## src/rtl/chunked_rca_adder.sv

```systemverilog
// Multi-cycle ripple-carry adder. Each clock adds one CHUNK-bit slice of the
// operands, and the carry is registered between slices.
module chunked_rca_adder #(
   parameter int WIDTH = 16,
   parameter int CHUNK = 4
) (
   input  logic             clk,
   input  logic             rst,
   input  logic             start,
   input  logic [WIDTH-1:0] a,
   input  logic [WIDTH-1:0] b,
   input  logic             c_in,
   output logic             ready,
   output logic             busy,
   output logic             done,
   output logic [WIDTH-1:0] sum,
   output logic             c_out,
   output logic             ovf
);

   localparam int NCHUNK = WIDTH / CHUNK;
   localparam int IDX_W  = (NCHUNK > 1) ? $clog2(NCHUNK) : 1;
   localparam logic [IDX_W-1:0] LAST_IDX = IDX_W'(NCHUNK - 1);

   typedef enum logic [1:0] {
      S_IDLE,
      S_ADD,
      S_DONE
   } state_t;

   state_t           state;
   state_t           state_nxt;
   logic [WIDTH-1:0] op_a;
   logic [WIDTH-1:0] op_b;
   logic             carry;
   logic [IDX_W-1:0] idx;
   int               base;
   logic [CHUNK-1:0] a_chunk;
   logic [CHUNK-1:0] b_chunk;
   logic [CHUNK:0]   chunk_sum;
   logic             last_chunk;

   // Slice selection and ripple adder for the chunk currently being processed.
   always_comb begin
      base       = int'(idx) * CHUNK;
      a_chunk    = op_a[base +: CHUNK];
      b_chunk    = op_b[base +: CHUNK];
      chunk_sum  = {1'b0, a_chunk} + {1'b0, b_chunk} + {{CHUNK{1'b0}}, carry};
      last_chunk = (idx == LAST_IDX);
   end

   // NOTE: give every always_comb output a default first so that no path can leave
   // it unassigned; an unassigned path infers a latch.
   always_comb begin
      state_nxt = state;
      case (state)
         S_IDLE:  if (start) state_nxt = S_ADD;
         S_ADD:   if (last_chunk) state_nxt = S_DONE;
         S_DONE:  state_nxt = S_IDLE;
         default: state_nxt = S_IDLE;
      endcase
   end

   // NOTE: clocked state uses non-blocking assignments only. Each register then
   // samples pre-edge values, and the order of the statements does not matter.
   always_ff @(posedge clk) begin
      if (rst) state <= S_IDLE;
      else     state <= state_nxt;
   end

   always_ff @(posedge clk) begin
      if (rst) begin
         op_a  <= '0;
         op_b  <= '0;
         carry <= 1'b0;
         idx   <= '0;
         sum   <= '0;
         c_out <= 1'b0;
         ovf   <= 1'b0;
      end else begin
         case (state)
            S_IDLE: begin
               if (start) begin
                  op_a  <= a;
                  op_b  <= b;
                  carry <= c_in;
                  idx   <= '0;
               end
            end
            S_ADD: begin
               sum[base +: CHUNK] <= chunk_sum[CHUNK-1:0];
               carry              <= chunk_sum[CHUNK];
               idx                <= idx + 1'b1;
               if (last_chunk) begin
                  c_out <= chunk_sum[CHUNK];
                  // Bit CHUNK-1 of the last chunk is the sign bit of the sum.
                  ovf   <= (op_a[WIDTH-1] == op_b[WIDTH-1]) &&
                           (chunk_sum[CHUNK-1] != op_a[WIDTH-1]);
               end
            end
            default: ;
         endcase
      end
   end

   assign ready = (state == S_IDLE);
   assign busy  = (state == S_ADD);
   assign done  = (state == S_DONE);

endmodule
```

## config.mk

```make
export PLATFORM = sky130hd
export DESIGN_NAME = chunked_rca_adder
export DESIGN_NICKNAME = d
export VERILOG_FILES = /design/src/rtl/chunked_rca_adder.sv
export SDC_FILE = /design/constraint.sdc
export NUM_CORES = 1
export LEC_CHECK = 0
export CAP_MARGIN = 20
export CORE_ASPECT_RATIO = 0.7
export CORE_UTILIZATION = 36
export CTS_CLUSTER_SIZE = 16
export DETAILED_ROUTE_END_ITERATION = 7
export SLEW_MARGIN = 20
export SYNTH_ARGS = -nofsm -noshare
export SYNTH_HDL_FRONTEND = slang
export SYNTH_SLANG_ARGS = --single-unit
```

## constraint.sdc

```tcl
create_clock -name clk -period 3 [get_ports clk]
set_input_delay 0.6 -clock clk [delete_from_list [all_inputs] [get_ports clk]]
set_output_delay 0.6 -clock clk [all_outputs]
set_load 0.05 [all_outputs]
```

# After elaboration in Yosys (flattened, before gate mapping)
# Index checks and enable logic that the tools add are counted.
# op_classes
n_addsub	4
multipliers	0
div	0
magnitude_cmp	0
eq_ne	7
shift	4
mux	8
n_bitwise	0
reduce_logical	7
# ops
cell	n
$neg 4->33	1
$shift 4x33->16 const A	1
$shiftx 4x33->16	1
$shiftx 16x5->4	2
$bwmux 16	1
$pmux 2 s2	2
$reduce_and 2->1	4
$mux 2	3
$add 4x4->5	1
$add 5x1->5	1
$eq 2x2->1 const B	2
$add 2x1->2 const B	1
$eq 2x1->1 const B	1
$logic_not 2->1	1
$ne 2x1->1 const B	1
$ne 2x2->1 const B	1
$pmux 1 s2	1
$reduce_bool 2->1	1
$eq 1x1->1	1
$logic_and 1x1->1	1
$mux 1	1
$ne 1x1->1	1
# word_totals
ff_bits	55
latchBits	0
ram_bits	0
rom_bits	0
input_bits	36
out_inout_bits	21
elab_cells	38
memories	0

# Depth between registers and ports, before layout
# depth
word_depth	5
ltp_mapped	8
ltp_nobuf	7

# Worst setup path after synthesis
# Ideal clock, no wire load.
# synth_path
path_type	reg2reg
start	register idx[0]
end	register carry
setup_time_ps	132
t_arrival_ps	2585
required_ps	2868
slack_ps	283
path_stages_with_launch	9
path_buffers	1
synth_period_minus_slack_ps	2717
path_cell_list	dfxtp_1 > buf_2 > mux4_2 > fa_1 > fa_1 > a21o_1 > a21oi_1 > nand2b_1 > a21oi_1
# synth_via
elab_chain_cells	4
elab_cells_between_ends	5
classes_between	add/sub (2); shift (2); mux (1)
# synth_rtl
element	line	source
from (decl)	36	logic [IDX_W-1:0] idx;
from (signal assigned)	93	idx <= idx + 1'b1;
$shiftx 16x5->4, on equally long branches	46, 47	
$add 4x4->5 (*)	48	chunk_sum = {1'b0, a_chunk} + {1'b0, b_chunk} + {{CHUNK{1'b0}}, carry};
$add 5x1->5 (*)	48	
$pmux 1 s2 (*)	81	case (state)
to (signal assigned)	86	carry <= c_in;
to (signal assigned)	92	carry <= chunk_sum[CHUNK];
to (decl)	35	logic carry;
# Mark *: on every way between the ends. The rest lies on a longest branch, timed or not.
# A chain may end at the register's enable or synchronous reset.

# Worst setup path after layout
# Ends and elaborated chain as after synthesis.

==> flow_summary.json <==
{
  "outcome": "completed",
  "maxCapViolations": 0,
  "worstPathMaxFanout": 10,
  "final_nets": 368,
  "min_path_type": "reg2reg",
  "drive_gt1_frac": 0.0839,
  "slew_headroom": 0.332,
  "cts_setup_buffers": 0,
  "min_period_over_period": 0.874,
  "cts_root_buf": "clkbuf_8",
  "clk_latency_ps": 300,
  "fmax_mhz": 382,
  "routed_wl_mm": 5.48,
  "yosys_register_bits": 55,
  "grt.overflow.total": 0,
  "drt_iter0_markers": 117,
  "pin_count": 57,
  "yosysWarnings": 0,
  "cp_slowest_cell": "mux4_2",
  "cp_slowest_stage_delay_ps": 570,
  "synth-async-reset-ratio": 0,
  "clockBufferDepth": 2,
  "globalplace.congestion": 0.825,
  "syn_area_um2": 2380,
  "dpl_cell_area_um2": 3030,
  "clock-skew-final_ps": 6.10,
  "ys_types": 32,
  "grt.met1_usage": 0.251,
  "synth_common_cells": "nand2_1, dfxtp_1, a21oi_1",
  "synth_top_area_share": 0.463,
  "irDropWorstVdd_mv": 0.218,
  "yosys-top-cells-area": "dfxtp_1, nand2_1, a21oi_1, mux4_2, ha_1",
  "dieArea_um2": 6930,
  "cts_tree": "yes",
  "final.min_clock_period_ps": 2620,
  "cellLeakagePower_nw": 1.16,
  "synth_most_common_cell": "nand2_1",
  "final_area_um2": 3130,
  "use_met3": 0.0410,
  "path_cells": "mux4_2, fa_1, fa_1, a21o_1, a21oi_1, nand2b_1, a21oi_1",
  "grt_pass1_vias": 1927,
  "area_delta_synth_final_pct": 31.6,
  "grt_busiest_layer": "met2",
  "antenna_found_initial": 0,
  "nFillCells": 627,
  "hpwl_mm": 4.00,
  "synth_cells": 266,
  "die_h_um": 70.0,
  "met2_usage": 0.255,
  "start_util": 0.377,
  "grt.total_usage": 0.172,
  "worst_pin_slew_ps": 1000,
  "synth_ff_type": "dfxtp_1",
  "fin_cells": 400,
  "detail_route.wl_per_cell_um": 13.7,
  "grt_pass1_wl_mm": 9.28,
  "arrival_ps": 2770,
  "fp-row-count": 24,
  "dp.cells": 392,
  "setup_viol": 0,
  "drcViolationCount": 0,
  "numPortBuffers": 56,
  "drtPass1Iterations": 4,
  "post_cts_resized": 0,
  "core_region_area_um2": 6310,
  "htreeDepth": 2,
  "timing.hold.ws_ps": 460,
  "vias": 2003,
  "cts_buffers": 5,
  "final_antenna_net_count": 0,
  "p_per_area_nw_per_um2": 471,
  "chipWidth_um": 99.1,
  "tns_ps": 0,
  "clk_pin_slew_ps": 90,
  "synth_edf_count": 0,
  "synth_nets": 313,
  "cp.required_ps": 3150,
  "end_kind": "flip-flop",
  "hold_viol": 0,
  "viasPerCell": 5.01,
  "yosys.area.top_type": "dfxtp_1",
  "clock_sinks": 55,
  "avgSynthCellArea_um2": 8.93,
  "synth-seq-area-share": 0.463,
  "drv_slew": 0,
  "worstSetupPathType": "reg2reg",
  "startpoint_type": "flip-flop",
  "grt_max_degree": 56,
  "rsz0062_at_grt": "no",
  "num_antenna_cells": 0,
  "hold_buffers": 0
}
## state kept, by name (all words and copies together) (netlist names)
| name | cells |
|---|---|
| op_b | 16 |
| ovf | 1 |
| idx | 2 |
| op_a | 16 |
| state | 2 |
| sum | 16 |
| carry | 1 |
| c_out | 1 |
## layout make-up
cell class / count / area (um2) / area share
Timing Repair Buffer: 62 / 601 / 0.192
Tap cell: 78 / 97.6 / 0.0312
Inverter: 3 / 11.3 / 0.00360
Sequential cell: 55 / 1100 / 0.352
Multi-Input combinational cell: 194 / 1220 / 0.389
Clock buffer: 8 / 100 / 0.0320
## layer usage
metal / routed length, um / part of all wire
met4: 44 / 0.0080
met1: 2890 / 0.53
met3: 281 / 0.051
met2: 2260 / 0.41
met5: 0 / 0
## critical path: cells and delay by family (launching register included)
family | cells | cell delay [ps]
AO/OA/AOI/OAI | 3 | 400
adder cells (fa/ha/maj) | 2 | 860
flip-flops | 1 | 510
multiplexers | 1 | 570
AND/OR/NAND/NOR | 1 | 130
## cells by family (layout without fill, tap and decap cells)
family	after synthesis	after routing	synth area share
adder cells (fa/ha/maj)	11	11	0.0642
XOR/XNOR	1	1	0.00369
AO/OA/AOI/OAI	60	60	0.146
buffers and inverters	17	73	0.0274
flip-flops	55	55	0.463
multiplexers	8	8	0.0758
AND/OR/NAND/NOR	114	114	0.220
## where the power goes
| part | switching [mW] | internal, mW | total [mW] |
|---|---|---|---|
| sequential | 0.0262 | 0.763 | 0.789 |
| clock | 0.230 | 0.211 | 0.441 |
| combinational | 0.130 | 0.115 | 0.245 |
## layout by cell type, fill, tap and decap left out
cell	netlist	final
nand2_1	75	75
clkdlybuf4s50_1	0	55
dfxtp_1	55	54
a21oi_1	42	42
nor2_1	19	19
a22oi_1	13	13
ha_1	9	9
mux4_2	8	8
clkbuf_8	0	7
buf_4	0	6
or3b_1	3	3
inv_1	2	2
nor2b_1	2	2
nand2b_1	2	2
and3b_1	2	2
nand3_1	2	2
or4_1	2	2
fa_1	2	2
nand2b_4	1	1
inv_2	1	1
xor2_1	1	1
and4bb_1	1	1
a21boi_1	1	1
nor4_2	1	1
and3_1	1	1
nand4bb_1	1	1
nor3b_4	0	1
and2_1	1	1
a21o_1	1	1
a211oi_1	1	1
o211ai_1	1	1
a311oi_1	1	1
clkbuf_1	12	1
dfxtp_2	0	1
buf_2	1	1
## worst paths after layout
kind	cells past startpoint	to	slack (ps)	startpoint
hold reg to reg	2	op_b[9]	460	op_b[9]
setup reg to reg	7	carry	380	idx[0]
setup / recovery	7	carry	380	idx[0]
hold / removal	2	op_b[9]	460	op_b[9]
## stage by stage
| step | utilization | total power, mW | worst slack, ps |
|---|---|---|---|
| 3_3_place_gp | 0.480 | 1.05 | 229 |
| 3_5_place_dp | 0.480 | 1.05 | 172 |
| 2_1_floorplan | - | 0.948 | 283 |
| 5_1_grt | 0.496 | 1.55 | 195 |
| 4_1_cts | 0.496 | 1.48 | 146 |
| 6_report | 0.496 | 1.47 | 379 |
(Power assumes the default switching activity.)
